--- config.mk ---
export PLATFORM = sky130hd
export DESIGN_NAME = mac_sequencer
export DESIGN_NICKNAME = d
export VERILOG_FILES = /design/src/rtl/mac_seq_pkg.sv /design/src/rtl/mac_opnd_buf.sv /design/src/rtl/mac_sequencer.sv
export SDC_FILE = /design/constraint.sdc
export NUM_CORES = 1
export LEC_CHECK = 0
export ABC_CLOCK_PERIOD_IN_PS = 3500
export CORE_MARGIN = 1.5
export CORE_UTILIZATION = 40
export CTS_BUF_LIST = sky130_fd_sc_hd__clkbuf_8
export CTS_CLUSTER_SIZE = 24
export DETAILED_ROUTE_END_ITERATION = 10
export SLEW_MARGIN = 20
export SYNTH_ARGS = -nofsm -noshare
export SYNTH_HDL_FRONTEND = slang
export SYNTH_SLANG_ARGS = --single-unit
--- constraint.sdc ---
create_clock -name clk -period 3.5 [get_ports clk]
set_clock_uncertainty 0.15 [all_clocks]
set_input_delay 0.7 -clock clk [delete_from_list [all_inputs] [get_ports clk]]
set_output_delay 0.7 -clock clk [all_outputs]
set_load 0.05 [all_outputs]
--- src/rtl/mac_seq_pkg.sv ---
// Shared types and widths for the dot-product sequencer that drives
// a single start/done 8x8 multiply unit.
package mac_seq_pkg;

  localparam int OPND_W = 8;
  localparam int PROD_W = 16;

  typedef enum logic [1:0] {
    IDLE   = 2'd0,
    ISSUE  = 2'd1,
    WAIT   = 2'd2,
    RESULT = 2'd3
  } state_t;

endpackage

--- src/rtl/mac_opnd_buf.sv ---
// Two operand banks (A and B) sharing one write port, both read
// combinationally at the same element index.
module mac_opnd_buf
  import mac_seq_pkg::*;
#(
  parameter int N_MAX = 16,
  parameter int AW    = $clog2(N_MAX)
) (
  input  logic              clk,
  input  logic              wr_en,
  input  logic              wr_sel,
  input  logic [AW-1:0]     wr_addr,
  input  logic [OPND_W-1:0] wr_data,
  input  logic [AW-1:0]     rd_addr,
  output logic [OPND_W-1:0] rd_a,
  output logic [OPND_W-1:0] rd_b
);

  logic [OPND_W-1:0] bank_a_q [N_MAX];
  logic [OPND_W-1:0] bank_b_q [N_MAX];

  // Contents are deliberately left unreset; the host loads them before use.
  always_ff @(posedge clk) begin
    if (wr_en && !wr_sel) bank_a_q[wr_addr] <= wr_data;
    if (wr_en &&  wr_sel) bank_b_q[wr_addr] <= wr_data;
  end

  assign rd_a = bank_a_q[rd_addr];
  assign rd_b = bank_b_q[rd_addr];

endmodule

--- src/rtl/mac_sequencer.sv ---
// Issues one multiply request per element pair, accumulates the products
// and returns the dot product (or a timed-out partial sum) over valid/ready.
module mac_sequencer
  import mac_seq_pkg::*;
#(
  parameter int N_MAX   = 16,
  parameter int ACC_W   = 24,
  parameter int TIMEOUT = 15
) (
  input  logic                     clk,
  input  logic                     rst,
  input  logic                     wr_en,
  input  logic                     wr_sel,
  input  logic [$clog2(N_MAX)-1:0] wr_addr,
  input  logic [OPND_W-1:0]        wr_data,
  input  logic                     cmd_valid,
  output logic                     cmd_ready,
  input  logic [$clog2(N_MAX):0]   cmd_len,
  output logic                     mul_start,
  output logic [OPND_W-1:0]        mul_a,
  output logic [OPND_W-1:0]        mul_b,
  input  logic [PROD_W-1:0]        mul_y,
  input  logic                     mul_done,
  output logic                     res_valid,
  input  logic                     res_ready,
  output logic [ACC_W-1:0]         res_data,
  output logic                     res_err,
  output logic                     busy
);

  localparam int AW = $clog2(N_MAX);
  localparam int LW = AW + 1;
  localparam int CW = $clog2(TIMEOUT + 1);

  state_t            state_q, state_d;
  logic [LW-1:0]     idx_q, idx_d;
  logic [LW-1:0]     len_q, len_d;
  logic [ACC_W-1:0]  acc_q, acc_d;
  logic              err_q, err_d;
  logic [CW-1:0]     cnt_q, cnt_d;
  logic              cmd_ready_q, cmd_ready_d;
  logic              busy_q, busy_d;
  logic              mul_start_q, mul_start_d;
  logic [OPND_W-1:0] mul_a_q, mul_a_d;
  logic [OPND_W-1:0] mul_b_q, mul_b_d;
  logic              res_valid_q, res_valid_d;
  logic [ACC_W-1:0]  res_data_q, res_data_d;
  logic              res_err_q, res_err_d;

  logic [AW-1:0]     rd_addr;
  logic [OPND_W-1:0] rd_a, rd_b;
  logic [LW-1:0]     len_clamped;
  logic [ACC_W-1:0]  acc_sum;

  mac_opnd_buf #(.N_MAX(N_MAX), .AW(AW)) u_buf (
    .clk     (clk),
    .wr_en   (wr_en && !busy_q),
    .wr_sel  (wr_sel),
    .wr_addr (wr_addr),
    .wr_data (wr_data),
    .rd_addr (rd_addr),
    .rd_a    (rd_a),
    .rd_b    (rd_b)
  );

  // The operands are registered as the request is launched, so the read
  // index is the element about to be issued, not the one in flight.
  assign rd_addr     = (state_q == WAIT) ? idx_q[AW-1:0] + AW'(1) : '0;
  assign len_clamped = (cmd_len > LW'(N_MAX)) ? LW'(N_MAX) : cmd_len;
  assign acc_sum     = acc_q + ACC_W'(mul_y);

  always_comb begin
    state_d     = state_q;
    idx_d       = idx_q;
    len_d       = len_q;
    acc_d       = acc_q;
    err_d       = err_q;
    cnt_d       = cnt_q;
    mul_start_d = 1'b0;
    mul_a_d     = mul_a_q;
    mul_b_d     = mul_b_q;
    res_valid_d = res_valid_q;
    res_data_d  = res_data_q;
    res_err_d   = res_err_q;
    case (state_q)
      IDLE: begin
        if (cmd_valid) begin
          len_d = len_clamped;
          idx_d = '0;
          acc_d = '0;
          err_d = 1'b0;
          if (len_clamped == '0) begin
            state_d     = RESULT;
            res_valid_d = 1'b1;
            res_data_d  = '0;
            res_err_d   = 1'b0;
          end else begin
            state_d     = ISSUE;
            mul_start_d = 1'b1;
            mul_a_d     = rd_a;
            mul_b_d     = rd_b;
          end
        end
      end
      ISSUE: begin
        state_d = WAIT;
        cnt_d   = '0;
      end
      WAIT: begin
        if (mul_done) begin
          acc_d = acc_sum;
          idx_d = idx_q + LW'(1);
          if (idx_q == len_q - LW'(1)) begin
            state_d     = RESULT;
            res_valid_d = 1'b1;
            res_data_d  = acc_sum;
            res_err_d   = 1'b0;
          end else begin
            state_d     = ISSUE;
            mul_start_d = 1'b1;
            mul_a_d     = rd_a;
            mul_b_d     = rd_b;
          end
        end else begin
          cnt_d = cnt_q + CW'(1);
          if (cnt_q + CW'(1) == CW'(TIMEOUT)) begin
            err_d       = 1'b1;
            state_d     = RESULT;
            res_valid_d = 1'b1;
            res_data_d  = acc_q;
            res_err_d   = 1'b1;
          end
        end
      end
      RESULT: begin
        if (res_ready) begin
          state_d     = IDLE;
          res_valid_d = 1'b0;
          res_data_d  = '0;
          res_err_d   = 1'b0;
        end
      end
      default: state_d = IDLE;
    endcase
    cmd_ready_d = (state_d == IDLE);
    busy_d      = (state_d != IDLE);
  end

  always_ff @(posedge clk) begin
    if (rst) begin
      state_q     <= IDLE;
      idx_q       <= '0;
      len_q       <= '0;
      acc_q       <= '0;
      err_q       <= 1'b0;
      cnt_q       <= '0;
      cmd_ready_q <= 1'b1;
      busy_q      <= 1'b0;
      mul_start_q <= 1'b0;
      mul_a_q     <= '0;
      mul_b_q     <= '0;
      res_valid_q <= 1'b0;
      res_data_q  <= '0;
      res_err_q   <= 1'b0;
    end else begin
      state_q     <= state_d;
      idx_q       <= idx_d;
      len_q       <= len_d;
      acc_q       <= acc_d;
      err_q       <= err_d;
      cnt_q       <= cnt_d;
      cmd_ready_q <= cmd_ready_d;
      busy_q      <= busy_d;
      mul_start_q <= mul_start_d;
      mul_a_q     <= mul_a_d;
      mul_b_q     <= mul_b_d;
      res_valid_q <= res_valid_d;
      res_data_q  <= res_data_d;
      res_err_q   <= res_err_d;
    end
  end

  assign cmd_ready = cmd_ready_q;
  assign busy      = busy_q;
  assign mul_start = mul_start_q;
  assign mul_a     = mul_a_q;
  assign mul_b     = mul_b_q;
  assign res_valid = res_valid_q;
  assign res_data  = res_data_q;
  assign res_err   = res_err_q;

endmodule

==> summary.md <==
| Metric | Value |
|---|---|
| CP peak stage delay | `410 ps` |
| Starting Density | `40.63%` |
| Unrepaired setup endpoints after global routing | `false` |
| GR Util met3 | `3.306%` |
| R2R cell count | `6` |
| Synthesized Nets | `1,386` |
| Ys Warns | `0` |
| Global route hottest layer | `met2` |
| Flop pwr share | `50.3%` |
| Avg Synthesized Cell Area | `11.55 um2` |
| Worst-Skew Late Latency | `650 ps` |
| Synthesized area | `15,300 um2` |
| Vias in the first global route | `10,710` |
| Count leader, synth | `edfxtp_1` |
| Worst setup SP type | `input port` |
| EDFF count, synth | `256` |
| R2R Setup Slk | `680 ps` |
| Length of the first detailed-routing pass in iterations | `5` |
| PD cells | `481.5 nW/um2` |
| Max_slew headroom | `31.08%` |
| Drt drc | `0` |
| Overall Global Routing Usage | `20.08%` |
| Hold path endpoint | `res_err` |
| # Post-CTS Setup Buffers | `0` |
| Ports | `85` |
| Detailed placer's ending HPWL | `24.00 mm` |
| DR iter-0 viols | `825` |
| Hold_sp | `res_err` |
| Post-synth ARST share | `0%` |
| Status | `completed` |
| Post-synthesis sequential area ratio | `61.36%` |
| CP required | `3880 ps` |
| Vias | `10,980` |
| Share of the synthesized area in the top cell type | `50.24%` |
| Met1 GRT Util | `26.00%` |
| Site Rows | `71` |
| Root Driver | `clkbuf_8` |
| Clk slew on worst S/H paths | `60 ps` |
| CP Buf/Inv Count | `1` |
| CTS max path bufs | `3` |
| Largest cells by area after synthesis | `edfxtp_1, dfxtp_1, mux2i_1, a21oi_1, nor3_1` |
| Worst r2r src | `state_q[1]` |
| Pint | `6.637 mW` |
| Port Buffers | `84` |
| Wire length per cell | `19.36 um` |
| CP Max Fanout | `4` |
| Final Core Density | `48.64%` |
| Kind of cell adding the most delay to the critical path | `compound AO/OA/AOI/OAI gates` |
| Die Y | `198.6 um` |
| Die W | `198.6 um` |
| Period minus WS final | `2978 ps` |
| Syn Inst Count | `1,325` |
| DRT Wirelength | `39.01 mm` |
| Leakage | `6.202 nW` |
| First-pass GRT wire length | `60.47 mm` |
| Final period util | `85.08%` |
| N_diodes | `0` |
| Gr ovfl total | `0` |
| Clk network pwr share | `40.8%` |
| Peak supply drop | `0.3557 mV` |
| Fillers | `3,433` |
| Ys flop type | `edfxtp_1` |
| Die area | `39,440 um2` |
| GPL Wtd Cong | `0.8535` |
| Largest net degree at the start of global routing | `192` |
| Type of the worst setup path | `input port to flip-flop` |
| Final hold viol count | `0` |
| Nature of the critical path endpoint | `flip-flop` |
| Least-Margin Pin Slew | `1034 ps` |
| FF+latch count, synth | `341` |
| Highest achievable clock rate | `0.3358 GHz` |
| Routed Antenna Nets | `0` |
| NetSw | `2.185 mW` |
| GRT met2 Usage | `33.95%` |
| Clock sink total | `341` |
| Initial antenna violation count | `0` |
| Reg2reg end | `res_data[16]` |
| CP Data Arrival Time | `3360 ps` |
| H-tree depth | `2` |
| Worst hold slack | `305.6 ps` |
| Slowest-stage cell, CP | `a2111oi_4` |
| Layout net count | `1,518` |
| Commonest cells post-synth | `edfxtp_1, a21oi_1, nand2_1` |
| CTS Buf Count | `56` |
| Switching Share | `24.77%` |
| Overall Power | `8.822 mW` |
| Hold depth | `2` |
| Library cells used by synthesis | `66` |
| Comb pwr share | `8.9%` |
| Yosys top cell by area | `edfxtp_1` |
| Layout cell share with drive strength beyond 1 | `12.77%` |
| Hold Path Class | `flip-flop to flip-flop` |
| Final setup fails | `0` |
| Max-cap viol count | `0` |
| TritonCTS clock tree | `yes` |
| Core ar. | `37,670 um2` |
| Via-to-Cell Ratio | `5.448` |
| Cts repair resizes | `0` |
| Placed cell areas | `17,140 um2` |
| Cts hold-fix bufs | `0` |
| Slew Viols, Final | `0` |
| Cells along the critical path | `clkdlybuf4s50_1 -> ha_1 -> fa_1 -> a21o_1 -> a221oi_2 -> o211ai_2 -> a2111oi_4 -> or2_1 -> nor3_1 -> a221o_1` |
| Final Cell Area | `18,320 um2` |
| Area Growth Syn to Fin | `19.74%` |
==> area by class of cell <==
type	count	area [um2]	share of cell area [%]
clock buffers	70	963.4	5.258
clock inverters	35	224.0	1.222
inverters	74	277.8	1.516
multi-input cells	815	5289	28.87
flip-flops and latches	341	9393	51.26
well taps	511	639.4	3.489
repair buffers	169	1536	8.386
==> power groups by stage <==
stage	combinational [mW]	clock, mW	sequential [mW]
after floorplan	0.357	0	4.62
after global placement	0.776	0	4.52
after detailed placement	0.786	0	4.52
after CTS	0.789	3.70	4.44
after global routing	0.847	3.87	4.44
final	0.785	3.60	4.44
==> stage by stage <==
| stage | cells | TNS, ps | setup WS [ps] |
|---|---|---|---|
| final | 2015 | 0 | 522.1 |
| after global routing | 2015 | 0 | 427.3 |
| after CTS | 2015 | 0 | 575.1 |
| after detailed placement | 1910 | -633.0 | -94.77 |
| after global placement | 1910 | -348.3 | -55.84 |
| after floorplan | 1325 | 0 | 297.8 |
==> registers in the layout, indices dropped and copies added (netlist names), 4 cells and up <==
| register | count |
|---|---|
| u_buf.bank_b_q | 128 |
| len_q | 5 |
| mul_b | 8 |
| cnt_q | 4 |
| acc_q | 24 |
| idx_q | 5 |
| u_buf.bank_a_q | 128 |
| res_data | 24 |
| mul_a | 8 |
==> worst max path at each step <==
| stage | endpoint | depth (start not counted) | from |
|---|---|---|---|
| after floorplan | res_data[16] | 10 | mul_y[0] |
| after detailed placement | acc_q[16] | 11 | mul_y[0] |
| after global placement | acc_q[20] | 11 | mul_y[0] |
| final | res_data[16] | 10 | mul_y[0] |
| after CTS | res_data[16] | 10 | mul_y[0] |
| after global routing | res_data[16] | 10 | mul_y[0] |
==> placed cells by master, fill, tap and decap left out, drive strengths merged, types with 6 or more instances in the layout <==
cell type | netlist | routed
a211oi | 6 | 6
a21o | 7 | 7
a21oi | 110 | 110
a221oi | 6 | 6
a22oi | 43 | 43
and2 | 9 | 9
buf | 28 | 86
clkbuf | 67 | 70
clkdlybuf4s50 | 0 | 83
clkinv | 0 | 12
dfxtp | 85 | 85
edfxtp | 256 | 256
ha | 20 | 20
inv | 74 | 94
mux2i | 72 | 72
nand2 | 88 | 88
nand2b | 9 | 9
nand3 | 16 | 16
nand3b | 6 | 6
nand4 | 6 | 6
nor2 | 85 | 85
nor2b | 8 | 8
nor3 | 80 | 80
o211ai | 49 | 49
o21ai | 52 | 52
o221ai | 31 | 31
o22ai | 11 | 11
o2bb2ai | 16 | 16
xnor2 | 16 | 16
xor2 | 9 | 9
==> worst reg2reg max path: stages, from the launching register on <==
cell and delay [ps]:
dfxtp_1 500, nor2b_4 460, and2_1 500, nand2b_1 340, nor2_1 420, a22o_1 230, a221o_1 150
==> logic make-up (layout without fill, tap and decap cells) <==
family	after synthesis	in the layout	share of synthesized area (%)
and+or+nand+nor	330	330	10.02
adders and majority gates	21	21	1.766
buffers and inverters	169	348	4.301
DFF	341	341	61.36
muxes	76	76	5.078
AOI/OAI and AO/OA	363	363	16.05
xor gates and xnor gates	25	25	1.431
==> metal layers <==
layer  share of wire (%)  vias to the layer above
met5                   0                        -
met4                 2.6                        0
met3                 5.9                       66
met2                  48                      348
met1                  44                     5307
li1                    -                     5256
(Power assumes the default switching activity.)
